File: config.mk
export PLATFORM = sky130hd
export DESIGN_NAME = modulo_empacotador_duzias
export DESIGN_NICKNAME = d
export VERILOG_FILES = /design/src/rtl/modulo_empacotador_duzias.sv
export SDC_FILE = /design/constraint.sdc
export NUM_CORES = 1
export LEC_CHECK = 0
export BUFFER_PORTS_ARGS = -buffer_cell sky130_fd_sc_hd__buf_2
export CORE_MARGIN = 8
export CORE_UTILIZATION = 38
export DETAILED_ROUTE_END_ITERATION = 10
export GPL_TIMING_DRIVEN = 0
export HOLD_SLACK_MARGIN = 0.12
export PLACE_DENSITY_LB_ADDON = 0.25
export SLEW_MARGIN = 20
export SYNTH_ARGS = -nofsm -noshare
export SYNTH_HDL_FRONTEND = slang
export SYNTH_SLANG_ARGS = --single-unit
File: constraint.sdc
create_clock -name clk -period 1.72 [get_ports clk]
set_input_delay 0.172 -clock clk [delete_from_list [all_inputs] [get_ports clk]]
set_output_delay 0.172 -clock clk [all_outputs]
set_load 0.005 [all_outputs]
File: src/rtl/modulo_empacotador_duzias.sv
// Dozen packer: counts capped bottles into a box, requests ejection of the
// full box, raises an alarm on a missing box or an eject timeout, and keeps
// a two-digit BCD count of completed boxes.
module modulo_empacotador_duzias #(
  parameter int GARRAFAS_POR_CAIXA = 12,
  parameter int TIMEOUT_CICLOS     = 8
) (
  input  logic       clk,
  input  logic       clr,
  input  logic       enable,
  input  logic       garrafa_vedada,
  input  logic       caixa_pronta,
  input  logic       caixa_ack,
  output logic       caixa_ejetar,
  output logic       parada,
  output logic       al_caixa,
  output logic       erro_garrafa,
  output logic [3:0] cont_garrafas,
  output logic [3:0] cont_caixas_d,
  output logic [3:0] cont_caixas_u,
  output logic [1:0] estado
);

  typedef enum logic [1:0] {
    ESPERA_CAIXA = 2'b00,
    ENCHENDO     = 2'b01,
    EJETANDO     = 2'b10,
    ALARME       = 2'b11
  } estado_t;

  localparam logic [3:0] LP_GARRAFAS = 4'(GARRAFAS_POR_CAIXA);
  localparam logic [3:0] LP_TIMEOUT  = 4'(TIMEOUT_CICLOS);

  estado_t    r_estado;
  logic [3:0] r_cont_garrafas;
  logic [3:0] r_timer;
  logic [3:0] r_bcd_d;
  logic [3:0] r_bcd_u;
  logic       r_ejetar;
  logic       r_alarme;
  logic       r_erro;
  logic       r_parada;

  logic [3:0] w_cont_inc;
  logic [3:0] w_timer_inc;

  // Two-digit BCD increment with wrap from 99 to 00.
  function automatic logic [7:0] f_bcd_inc(input logic [3:0] d, input logic [3:0] u);
    logic [7:0] res;
    if (u == 4'd9) begin
      if (d == 4'd9) res = 8'h00;
      else           res = {d + 4'd1, 4'd0};
    end else begin
      res = {d, u + 4'd1};
    end
    return res;
  endfunction

  assign w_cont_inc  = r_cont_garrafas + 4'd1;
  assign w_timer_inc = r_timer + 4'd1;

  // Packing FSM with all outputs registered; parada drops only while filling with the line running.
  always_ff @(posedge clk) begin
    if (!clr) begin
      r_estado        <= ESPERA_CAIXA;
      r_cont_garrafas <= 4'd0;
      r_timer         <= 4'd0;
      r_bcd_d         <= 4'd0;
      r_bcd_u         <= 4'd0;
      r_ejetar        <= 1'b0;
      r_alarme        <= 1'b0;
      r_erro          <= 1'b0;
      r_parada        <= 1'b1;
    end else begin
      r_erro   <= garrafa_vedada && !((r_estado == ENCHENDO) && enable);
      r_parada <= 1'b1;
      if (enable) begin
        case (r_estado)
          ESPERA_CAIXA: begin
            if (caixa_pronta) begin
              r_estado <= ENCHENDO;
              r_parada <= 1'b0;
            end
          end
          ENCHENDO: begin
            if (garrafa_vedada) r_cont_garrafas <= w_cont_inc;
            if (!caixa_pronta) begin
              // Box vanished under the filler: a bottle in this cycle still counts.
              r_estado <= ALARME;
              r_alarme <= 1'b1;
            end else if (garrafa_vedada && (w_cont_inc == LP_GARRAFAS)) begin
              r_estado <= EJETANDO;
              r_timer  <= 4'd0;
              r_ejetar <= 1'b1;
            end else begin
              r_parada <= 1'b0;
            end
          end
          EJETANDO: begin
            if (caixa_ack) begin
              // Ack wins over a simultaneous timeout.
              {r_bcd_d, r_bcd_u} <= f_bcd_inc(r_bcd_d, r_bcd_u);
              r_cont_garrafas    <= 4'd0;
              r_estado           <= ESPERA_CAIXA;
              r_ejetar           <= 1'b0;
            end else if (w_timer_inc == LP_TIMEOUT) begin
              r_estado <= ALARME;
              r_ejetar <= 1'b0;
              r_alarme <= 1'b1;
            end else begin
              r_timer <= w_timer_inc;
            end
          end
          default: begin
            // ALARME holds while the line keeps running; ack is ignored here.
          end
        endcase
      end else if (r_estado == ALARME) begin
        // Operator acknowledges the alarm by stopping the line; partial box is dropped.
        r_estado        <= ESPERA_CAIXA;
        r_cont_garrafas <= 4'd0;
        r_alarme        <= 1'b0;
      end
    end
  end

  assign caixa_ejetar  = r_ejetar;
  assign parada        = r_parada;
  assign al_caixa      = r_alarme;
  assign erro_garrafa  = r_erro;
  assign cont_garrafas = r_cont_garrafas;
  assign cont_caixas_d = r_bcd_d;
  assign cont_caixas_u = r_bcd_u;
  assign estado        = r_estado;

endmodule
==> run_results.csv, run 1 <==
group,metric,value,unit
outcome,status,"completed",
floorplanning,dieArea,5657,um^2
pwr,power_density,671.4,nW/um^2
worst_setup_path,end_kind,"register",
finish,utilization,51.15,%
clock_network,ctsHtreeMaxLevel,1,
clock_network,insertion_delay,0.32,ns
worst_setup_path,path_cells,"inv_4, ha_4, nor2b_1, o41a_1, or3b_4, a21boi_2",
floorplanning,start_util,39.62,%
worst_setup_path,worstSetupPathType,"register to register",
clock_network,cts_buffers,3,
clock_network,clk_pin_slew,0.14,ns
routing,drc,0,
clock_network,cts-root-buf,"clkbuf_4",
worst_setup_path,crit_fanout,8,
grt,antenna_found_initial,0,
yosys,postSynthCellCount,164,
floorplanning,dieHeight,75.22,um
floorplanning,coreArea,3363,um^2
flow_run,cap_viol_max_count,0,
placed_design,place_congestion,0.8377,
timing,maxSlewViolCount,0,
grt,grt_pass1_wl,6182,um
yosys,synth-seq-cells,22,
finish,final.fill_count,345,
hold_path,min_path_type,"primary input to register",
timing,whs,0.1900,ns
yosys,synth_nets,176,
yosys,ys_seq_area_share,33.05,%
finish,drive_above_1_share,30.30,%
timing,rsz0062_at_grt,"yes",
floorplanning,rows,21,
clock_network,clockBufferDepth,2,
placed_design,dpl.hpwl,2671,um
finish,n_antenna_cell,0,
clock_network,cts_tree,"yes",
routing,detail-route-antenna-nets,0,
worst_setup_path,slowest_stage,"dfxtp_4",
worst_setup_path,arrival,1.97,ns
timing,setup_viol,0,
routing,wl_per_cell,15.73,um
worst_setup_path,max_stage_delay,0.41,ns
yosys,avgSynthCellArea,8.125,um^2
placed_design,port_buffers,21,
floorplanning,io_pins,24,
timing,period_needed,1.706,ns
worst_setup_path,critical_path_required,1.98,ns
yosys,synth_ff_type,"dfxtp_1",
hold_path,holdPathStages,4,
grt,grt_pass1_vias,1279,
floorplanning,die_x,75.22,um
finish,final_nets,211,
yosys,ys.warnings.count,0,
worst_setup_path,ff2ff_path_depth,6,
routing,avgViaCountPerCell,5.602,
timing,max_freq,586.2,MHz
timing,hold_viol,0,
routing,vias,1367,
timing,relSlewSlack,66.95,%
pwr,p_leak,0.0006828,uW
clock_network,clock-sinks,22,
grt,grt_usage,13.85,%
timing,timing.final.crit_share,99.18,%
pwr,vdd_ir_drop_max,0.0005573,V
routing,dr.first_iter.drc_count,77,
worst_setup_path,critPathLaunchType,"register",
yosys,ys_async_sr_fraction,0,%
routing,routed_wl,3838,um
yosys,ys_types,47,
grt,overflow,0,
routing,drt_pass1_iterations,5,
yosys,syn_area,1333,um^2
timing,tightest_slew,0.4958,ns
timing,skew,0.006750,ns
finish,area_delta_synth_final,29.11,%
grt,grt_start_max_net_pins,14,
yosys,synth_edf_count,0,
-- where the power goes --
group / leakage, uW / switching (uW) / internal (uW) / total, uW
Sequential: 0.000180 / 16.8 / 524 / 541
Clock: 0.0000279 / 177 / 236 / 412
Combinational: 0.000474 / 114 / 87.6 / 202
Total: 0.000683 / 308 / 847 / 1160
-- synthesized netlist by cell type, types with 2 or more instances --
library cell | count | area share (%)
ha_1 | 6 | 5.6
nand4b_1 | 4 | 2.6
a21oi_1 | 7 | 2.6
o21ai_0 | 10 | 3.8
dfxtp_1 | 22 | 33
clkbuf_1 | 4 | 1.1
o31ai_1 | 2 | 1.1
or3_1 | 2 | 0.94
a32o_1 | 2 | 1.5
mux2i_1 | 2 | 1.5
inv_1 | 8 | 2.3
nor2_1 | 8 | 2.3
nand2_1 | 16 | 4.5
and3_1 | 3 | 1.4
and2_1 | 5 | 2.3
nand2b_1 | 4 | 1.9
a21boi_0 | 4 | 2.3
nor3_1 | 2 | 0.75
buf_2 | 4 | 1.5
xor2_1 | 2 | 1.3
nor3b_1 | 2 | 1.1
o22ai_1 | 4 | 1.9
a211oi_1 | 3 | 1.7
nand3_1 | 6 | 2.3
nor2b_1 | 10 | 4.7
-- layout by cell type (no fill, tap or decap), types with 3 or more instances in the layout --
cell      count
buf_2        23
dfxtp_1      18
nand2_1      16
nor2b_1       9
o21ai_0       9
buf_4         9
nor2_1        8
a21oi_1       7
inv_1         6
nand3_1       6
and2_1        5
nand2b_1      4
nand4b_1      4
ha_1          4
clkbuf_1      3
a21boi_0      3
and3_1        3
clkbuf_4      3
-- cell families after synthesis --
kind of cell	Yosys count	synth area share (%)
xor gates and xnor gates	3	1.972
AOI/OAI and AO/OA	45	23.38
and+or+nand+nor	68	28.45
adders and majority gates	6	5.634
DFF	22	33.05
buffers and inverters	17	5.164
muxes	3	2.347
-- worst paths after layout --
check / start / endpoint / slack (ns)
max: estado[1] / cont_garrafas[1] / 0.01
min: caixa_pronta / parada / 0.19
max reg2reg: estado[1] / cont_garrafas[1] / 0.01
min reg2reg: cont_garrafas[1] / cont_garrafas[1] / 0.52
-- through the flow --
| step | power [uW] | TNS, ns | setup slack (ns) | std cells | area [um^2] |
|---|---|---|---|---|---|
| final | 1155 | 0 | 0.01402 | 244 | 1720 |
| after global routing | 1193 | -0.06518 | -0.04895 | 244 | 1720 |
| after CTS | 1155 | -0.1250 | -0.07234 | 242 | 1659 |
| after detailed placement | 727.6 | -0.9359 | -0.1732 | 231 | 1506 |
| after global placement | 723.4 | -0.5581 | -0.1134 | 231 | 1506 |
| after floorplan | 670.7 | 0 | 0.007135 | 164 | 1344 |
-- routing by layer --
metal / vias up / wire length [um] / GRT usage (%) / part of all wire [%]
li1: 662 / - / - / -
met1: 646 / 1663 / 16.85 / 43
met2: 53 / 1938 / 24.18 / 50
met3: 6 / 197 / 1.997 / 5.1
met4: 0 / 38 / 4.478 / 0.99
met5: - / 0 / 0 / 0
-- state kept, by name (all words and copies together) (netlist names) --
register and cells:
caixa_ejetar 1, estado 2, erro_garrafa 1, r_timer 4, cont_caixas_u 4, cont_caixas_d 4
parada 1, cont_garrafas 4, al_caixa 1
-- area by class of cell --
| class | instances | area (um^2) | area share [%] |
|---|---|---|---|
| Inverter | 9 | 38.79 | 2.255 |
| Clock buffer | 3 | 22.52 | 1.309 |
| Clock inverter | 1 | 30.03 | 1.745 |
| Tap cell | 46 | 57.56 | 3.345 |
| Timing Repair Buffer | 31 | 182.7 | 10.62 |
| Sequential cell | 22 | 450.4 | 26.18 |
| Multi-Input combinational cell | 125 | 900.9 | 52.36 |
| Buffer | 7 | 37.54 | 2.182 |
-- timing repair --
item / in CTS / in global routing
setup buffers: 7 / 2
hold buffers: 1 / 0
endpoints found under the setup margin: 11 / 8
endpoints found under the hold margin: 1 / 0
gates resized for setup: 14 / 14
pin swaps: 6 / 4
-- critical path: cells and delay by family, from the launching register on --
family	cells	cell delay, ns
AOI/OAI and AO/OA	2	0.51
adders and majority gates	1	0.17
and+or+nand+nor	2	0.52
DFF	1	0.41
buffers and inverters	1	0.04
Note: power is estimated with default switching activity, not from simulation.
==> run 2, diff against run 1 <==
--- a/config.mk
+++ b/config.mk
@@ -5,6 +5,7 @@
 export SDC_FILE = /design/constraint.sdc
 export NUM_CORES = 1
 export LEC_CHECK = 0
+export ABC_AREA = 1
 export BUFFER_PORTS_ARGS = -buffer_cell sky130_fd_sc_hd__buf_2
 export CORE_MARGIN = 8
 export CORE_UTILIZATION = 38
==> run_results.csv, run 2 <==
group,metric,value,unit
yosys,synth-seq-cells,22,
clock_network,clock-sinks,22,
routing,detail-route-antenna-nets,0,
grt,grt_pass1_wl,4464,um
clock_network,ctsHtreeMaxLevel,1,
finish,final.fill_count,322,
worst_setup_path,end_kind,"register",
clock_network,clockBufferDepth,2,
finish,area_delta_synth_final,22.01,%
clock_network,clk_pin_slew,0.13,ns
hold_path,min_from,"caixa_ack",
floorplanning,dieHeight,73.24,um
finish,final_common_cell,"nand2_1",
placed_design,place_congestion,0.9366,
floorplanning,coreArea,3078,um^2
pwr,vdd_ir_drop_max,0.0003415,V
grt,grt_usage,10.32,%
pwr,p_leak,0.0007077,uW
timing,skew,0.005365,ns
yosys,synth_edf_count,0,
timing,relSlewSlack,77.21,%
yosys,synthMuxAreaShare,0,%
placed_design,placed_cells,242,
grt,antenna_found_initial,0,
timing,period_needed,1.551,ns
yosys,synthAdderAreaFrac,6.030,%
yosys,synth_top_family_by_area,"simple AND/OR/NAND/NOR gates",
finish,finalNonFillerCells,249,
timing,setup_viol,0,
grt,overflow,0,
yosys,yosys.area_share.simple,35.08,%
routing,vias,1130,
worst_setup_path,arrival,1.78,ns
yosys,synth_commonest_cells,"30 x nand2_1, 29 x nor2_1, 22 x dfxtp_1",
yosys,synth_nets,189,
yosys,ys_types,27,
floorplanning,start_util,40.45,%
hold_path,worstHoldEndpoint,"cont_caixas_u[0]",
timing,tightest_slew,0.3418,ns
outcome,status,"completed",
yosys,avgSynthCellArea,7.034,um^2
worst_setup_path,ff2ff_path_depth,10,
yosys,syn_area,1245,um^2
worst_setup_path,worstSetupPathType,"register to register",
timing,max_freq,644.7,MHz
yosys,ys_async_sr_fraction,0,%
worst_setup_path,r2r_start,"estado[0]",
timing,timing.final.crit_share,90.18,%
finish,drive_above_1_share,25.85,%
floorplanning,dieArea,5363,um^2
placed_design,dpl.hpwl,2005,um
yosys,postSynthCellCount,177,
yosys,ys.warnings.count,0,
timing,rsz0062_at_grt,"no",
clock_network,insertion_delay,0.31,ns
yosys,synth_ff_type,"dfxtp_1",
worst_setup_path,critPathLaunchType,"register",
clock_network,cts-root-buf,"clkbuf_4",
routing,avgViaCountPerCell,4.538,
routing,dr.first_iter.drc_count,52,
flow_run,cap_viol_max_count,0,
yosys,synth_area_leaders,"dfxtp_1 35%, nand2_1 9.0%, nor2_1 8.7%",
worst_setup_path,critical_path_required,1.95,ns
timing,hold_viol,0,
timing,maxSlewViolCount,0,
yosys,yosysTopAreaCell,"dfxtp_1",
routing,drt_pass1_iterations,4,
finish,n_antenna_cell,0,
floorplanning,rows,20,
finish,final_nets,218,
floorplanning,die_x,73.24,um
yosys,yosysMostFrequentCell,"nand2_1",
yosys,synth_xor_area_share,2.111,%
hold_path,min_path_type,"primary input to register",
worst_setup_path,r2r_setup_slack,0.17,ns
clock_network,post_cts_buffers,0,
worst_setup_path,r2r_end,"estado[1]",
yosys,synth-compound-area-share,11.96,%
pwr,power_density,852.6,nW/um^2
routing,drc,0,
timing,fin_setup_tns,0,ns
yosys,ys_seq_area_share,35.38,%
clock_network,cts_buffers,3,
routing,wl_per_cell,10.24,um
yosys,synth_top_area_share,35.38,%
worst_setup_path,crit_fanout,6,
timing,whs,0.2134,ns
grt,grt_pass1_vias,1039,
hold_path,holdPathStages,3,
routing,routed_wl,2551,um
clock_network,cts_tree,"yes",
finish,layout_common_cells,"30 x nand2_1, 29 x nor2_1, 22 x buf_2",
placed_design,port_buffers,21,
grt,grt_start_max_net_pins,14,
floorplanning,io_pins,24,
-- run 2: changes by cell type in the layout (fill, tap and decap cells not counted), sizes merged, moves of 4 or more --
cell | previous run | this run
a21boi | 5 | 1
inv | 9 | 27
nand2 | 16 | 37
and2 | 5 | 0
nor2 | 8 | 33
nand4b | 4 | 0
buf | 33 | 23
nand2b | 4 | 0
nor2b | 10 | 0
nand4 | 1 | 7
-- run 2: layout make-up --
type	count	area (um^2)	area share [%]
plain buffers	3	16.27	1.071
clock buffers	3	22.52	1.483
clock inverters	1	30.03	1.977
inverters	27	101.3	6.672
multi-input cells	125	715.7	47.12
flip-flops and latches	22	442.9	29.16
well taps	44	55.05	3.624
repair buffers	24	135.1	8.896
-- run 2: how the worst max path moves through the flow --
stage	startpoint	to	slack, ns	depth (start not counted)
4_1_cts	estado[0]	cont_garrafas[2]	0.02	10
6_report	estado[0]	estado[1]	0.17	10
5_1_grt	estado[0]	estado[0]	0.02	10
2_1_floorplan	estado[0]	estado[0]	0.21	10
3_5_place_dp	estado[0]	cont_garrafas[2]	0.06	10
3_3_place_gp	estado[0]	cont_garrafas[2]	0.02	10
-- run 2: cells by family (layout without fill, tap and decap cells) --
family | after synthesis | after routing
simple gates | 89 | 89
buf+inv | 30 | 58
compound gates | 27 | 27
flops | 22 | 22
fa+ha+maj | 6 | 6
xor+xnor | 3 | 3
-- run 2: through the flow --
stage               utilization, %  total power (uW)  setup WS [ns]  area [um^2]
global route                 49.35              1384        0.01714         1519
CTS                          48.33              1289        0.01708         1488
detailed placement           45.65             877.9        0.05839         1405
finish                       49.35              1295         0.1689         1519
global placement             45.65             878.0        0.01785         1405
floorplan                        -             802.4         0.2150         1245
-- run 2: routing by layer --
layer / global-route usage (%) / up-vias / part of all wire, %
met3: 2.473 / 2 / 3.8
met2: 16.29 / 14 / 45
li1: - / 628 / -
met5: 0 / - / 0
met4: 5.333 / 0 / 0.59
met1: 12.58 / 486 / 50
-- run 2: what timing repair did --
item | 4_1_cts | 5_1_grt
gates resized for setup | 0 | 7
hold buffers | 3 | 0
endpoints found under the hold margin | 2 | 0
setup endpoints to repair | 0 | 13
-- run 2: power breakdown --
part           switching, uW  internal, uW
combinational            182           124
sequential              35.6           548
clock                    170           235
-- run 2: worst max-delay path: stages (launching register included) --
cell	delay [ns]
dfxtp_2	0.41
inv_1	0.11
ha_4	0.21
nor2_2	0.17
nand2_2	0.10
o21ai_1	0.16
a21oi_2	0.06
nand2_2	0.10
nand2_1	0.05
nand2_1	0.05
nor2_1	0.04
==> run 3, diff against run 2 <==
==> constraint.sdc (replaced) <==
create_clock -name clk -period 1.7 [get_ports clk]
set_input_delay 0.17 -clock clk [delete_from_list [all_inputs] [get_ports clk]]
set_output_delay 0.17 -clock clk [all_outputs]
set_load 0.005 [all_outputs]
==> run_results.csv, run 3 (synthesized netlist as in run 2, its figures left out) <==
group,metric,value,unit
routing,vias,1131,
finish,n_antenna_cell,0,
pwr,swShare,29.99,%
clock_network,post_cts_buffers,0,
clock_network,cts_tree,"yes",
placed_design,dpl.hpwl,2005,um
floorplanning,coreArea,3078,um^2
timing,skew,0.005578,ns
floorplanning,dieHeight,73.24,um
finish,layout_common_cells,"30 x nand2_1, 29 x nor2_1, 22 x buf_2",
hold_path,min_path_type,"primary input to register",
pwr,power_frac_clock,31.4,%
pwr,vdd_ir_drop_max,0.0003456,V
routing,wl_per_cell,10.29,um
flow_run,cap_viol_max_count,0,
timing,relSlewSlack,77.21,%
worst_setup_path,worstSetupPathType,"register to register",
worst_setup_path,critical_path_required,1.92,ns
finish,final.fill_count,325,
grt,grt_start_max_net_pins,14,
pwr,p_int,918.1,uW
routing,routed_wl,2563,um
grt,antenna_found_initial,0,
timing,hold_viol,0,
timing,setup_viol,0,
floorplanning,dieArea,5363,um^2
timing,fin_setup_tns,0,ns
floorplanning,rows,20,
timing,period_needed,1.554,ns
routing,avgViaCountPerCell,4.542,
pwr,pwr-share-comb,23.7,%
grt,grt_usage,10.32,%
clock_network,cts-root-buf,"clkbuf_4",
finish,drive_above_1_share,25.85,%
outcome,status,"completed",
pwr,power_density,863.3,nW/um^2
worst_setup_path,r2r_start,"estado[0]",
worst_setup_path,arrival,1.78,ns
clock_network,ctsHtreeMaxLevel,1,
timing,timing.final.crit_share,91.38,%
finish,final_nets,218,
worst_setup_path,crit_fanout,6,
placed_design,port_buffers,21,
worst_setup_path,startpoint,"estado[0]",
timing,max_freq,643.7,MHz
clock_network,clock-sinks,22,
worst_setup_path,end_kind,"register",
grt,grt_pass1_vias,1039,
finish,area_delta_synth_final,22.01,%
timing,tightest_slew,0.3418,ns
clock_network,insertion_delay,0.31,ns
routing,detail-route-antenna-nets,0,
floorplanning,start_util,40.45,%
placed_design,placed_cells,242,
clock_network,clk_pin_slew,0.14,ns
clock_network,clockBufferDepth,2,
worst_setup_path,critPathLaunchType,"register",
finish,final_common_cell,"nand2_1",
timing,maxSlewViolCount,0,
pwr,netSwitchingPower,393.2,uW
finish,finalNonFillerCells,249,
hold_path,min_from,"caixa_ack",
clock_network,cts_buffers,3,
routing,dr.first_iter.drc_count,52,
grt,grt_pass1_wl,4464,um
routing,drc,0,
floorplanning,die_x,73.24,um
routing,drt_pass1_iterations,4,
placed_design,place_congestion,0.9366,
grt,overflow,0,
floorplanning,io_pins,24,
pwr,p_leak,0.0007077,uW
pwr,seqPwrFrac,45.0,%
==> run 3: cell counts in the layout (fill, tap and decap cells not counted) <==
No cell type changed its count.
==> run 3: critical path, stage by stage, from the launching register on <==
cell	delay, ns
dfxtp_2	0.41
inv_1	0.11
ha_4	0.21
inv_2	0.12
nor2_4	0.04
nand2_2	0.10
nand4_4	0.14
inv_2	0.10
nand2_2	0.05
xor2_1	0.13
nor2_1	0.05
==> run 3: what timing repair did <==
| action | CTS | global route |
|---|---|---|
| endpoints found under the hold margin | 2 | 0 |
| gates cloned | 0 | 0 |
| setup endpoints to repair | 1 | 11 |
| resized for setup | 1 | 6 |
| pin swaps | 0 | 0 |
| hold buffers | 3 | 0 |
==> run 3: cell type report <==
class	instances	area (um^2)	share of cell area (%)
flip-flops and latches	22	442.9	29.16
multi-input cells	125	715.7	47.12
repair buffers	24	135.1	8.896
clock buffers	3	22.52	1.483
clock inverters	1	30.03	1.977
inverters	27	101.3	6.672
well taps	44	55.05	3.624
plain buffers	3	16.27	1.071
==> run 3: power by group through the flow <==
stage | combinational, uW | clock [uW] | sequential (uW)
6_report | 310 | 411 | 590
5_1_grt | 356 | 448 | 597
4_1_cts | 300 | 421 | 585
3_5_place_dp | 291 | 0 | 597
3_3_place_gp | 292 | 0 | 597
2_1_floorplan | 217 | 0 | 595
==> run 3: metal layers <==
metal | GRT usage [%] | share of wire (%)
met1 | 12.58 | 50
met2 | 16.29 | 45
met3 | 2.473 | 3.8
met4 | 5.333 | 0.59
met5 | 0 | 0
==> run 3: path summary, 6_finish.rpt <==
kind              cells past startpoint  slack [ns]          endpoint
setup / recovery                     10        0.15  cont_garrafas[2]
hold / removal                        3        0.21  cont_caixas_u[0]
setup reg to reg                     10        0.15  cont_garrafas[2]
hold reg to reg                       2        0.50  cont_caixas_u[3]
==> run 3: through the flow <==
step / utilization, % / hold slack, ns / instance area [um^2] / total power, uW / setup slack [ns]
6_report: 49.35 / 0.2110 / 1519 / 1311 / 0.1465
5_1_grt: 49.35 / 0.1926 / 1519 / 1401 / -0.002862
4_1_cts: 48.41 / 0.2055 / 1490 / 1306 / 0.04454
3_5_place_dp: 45.65 / 0.4038 / 1405 / 888.3 / 0.03839
3_3_place_gp: 45.65 / 0.3980 / 1405 / 888.3 / -0.002150
2_1_floorplan: - / 0.2637 / 1245 / 811.8 / 0.1950
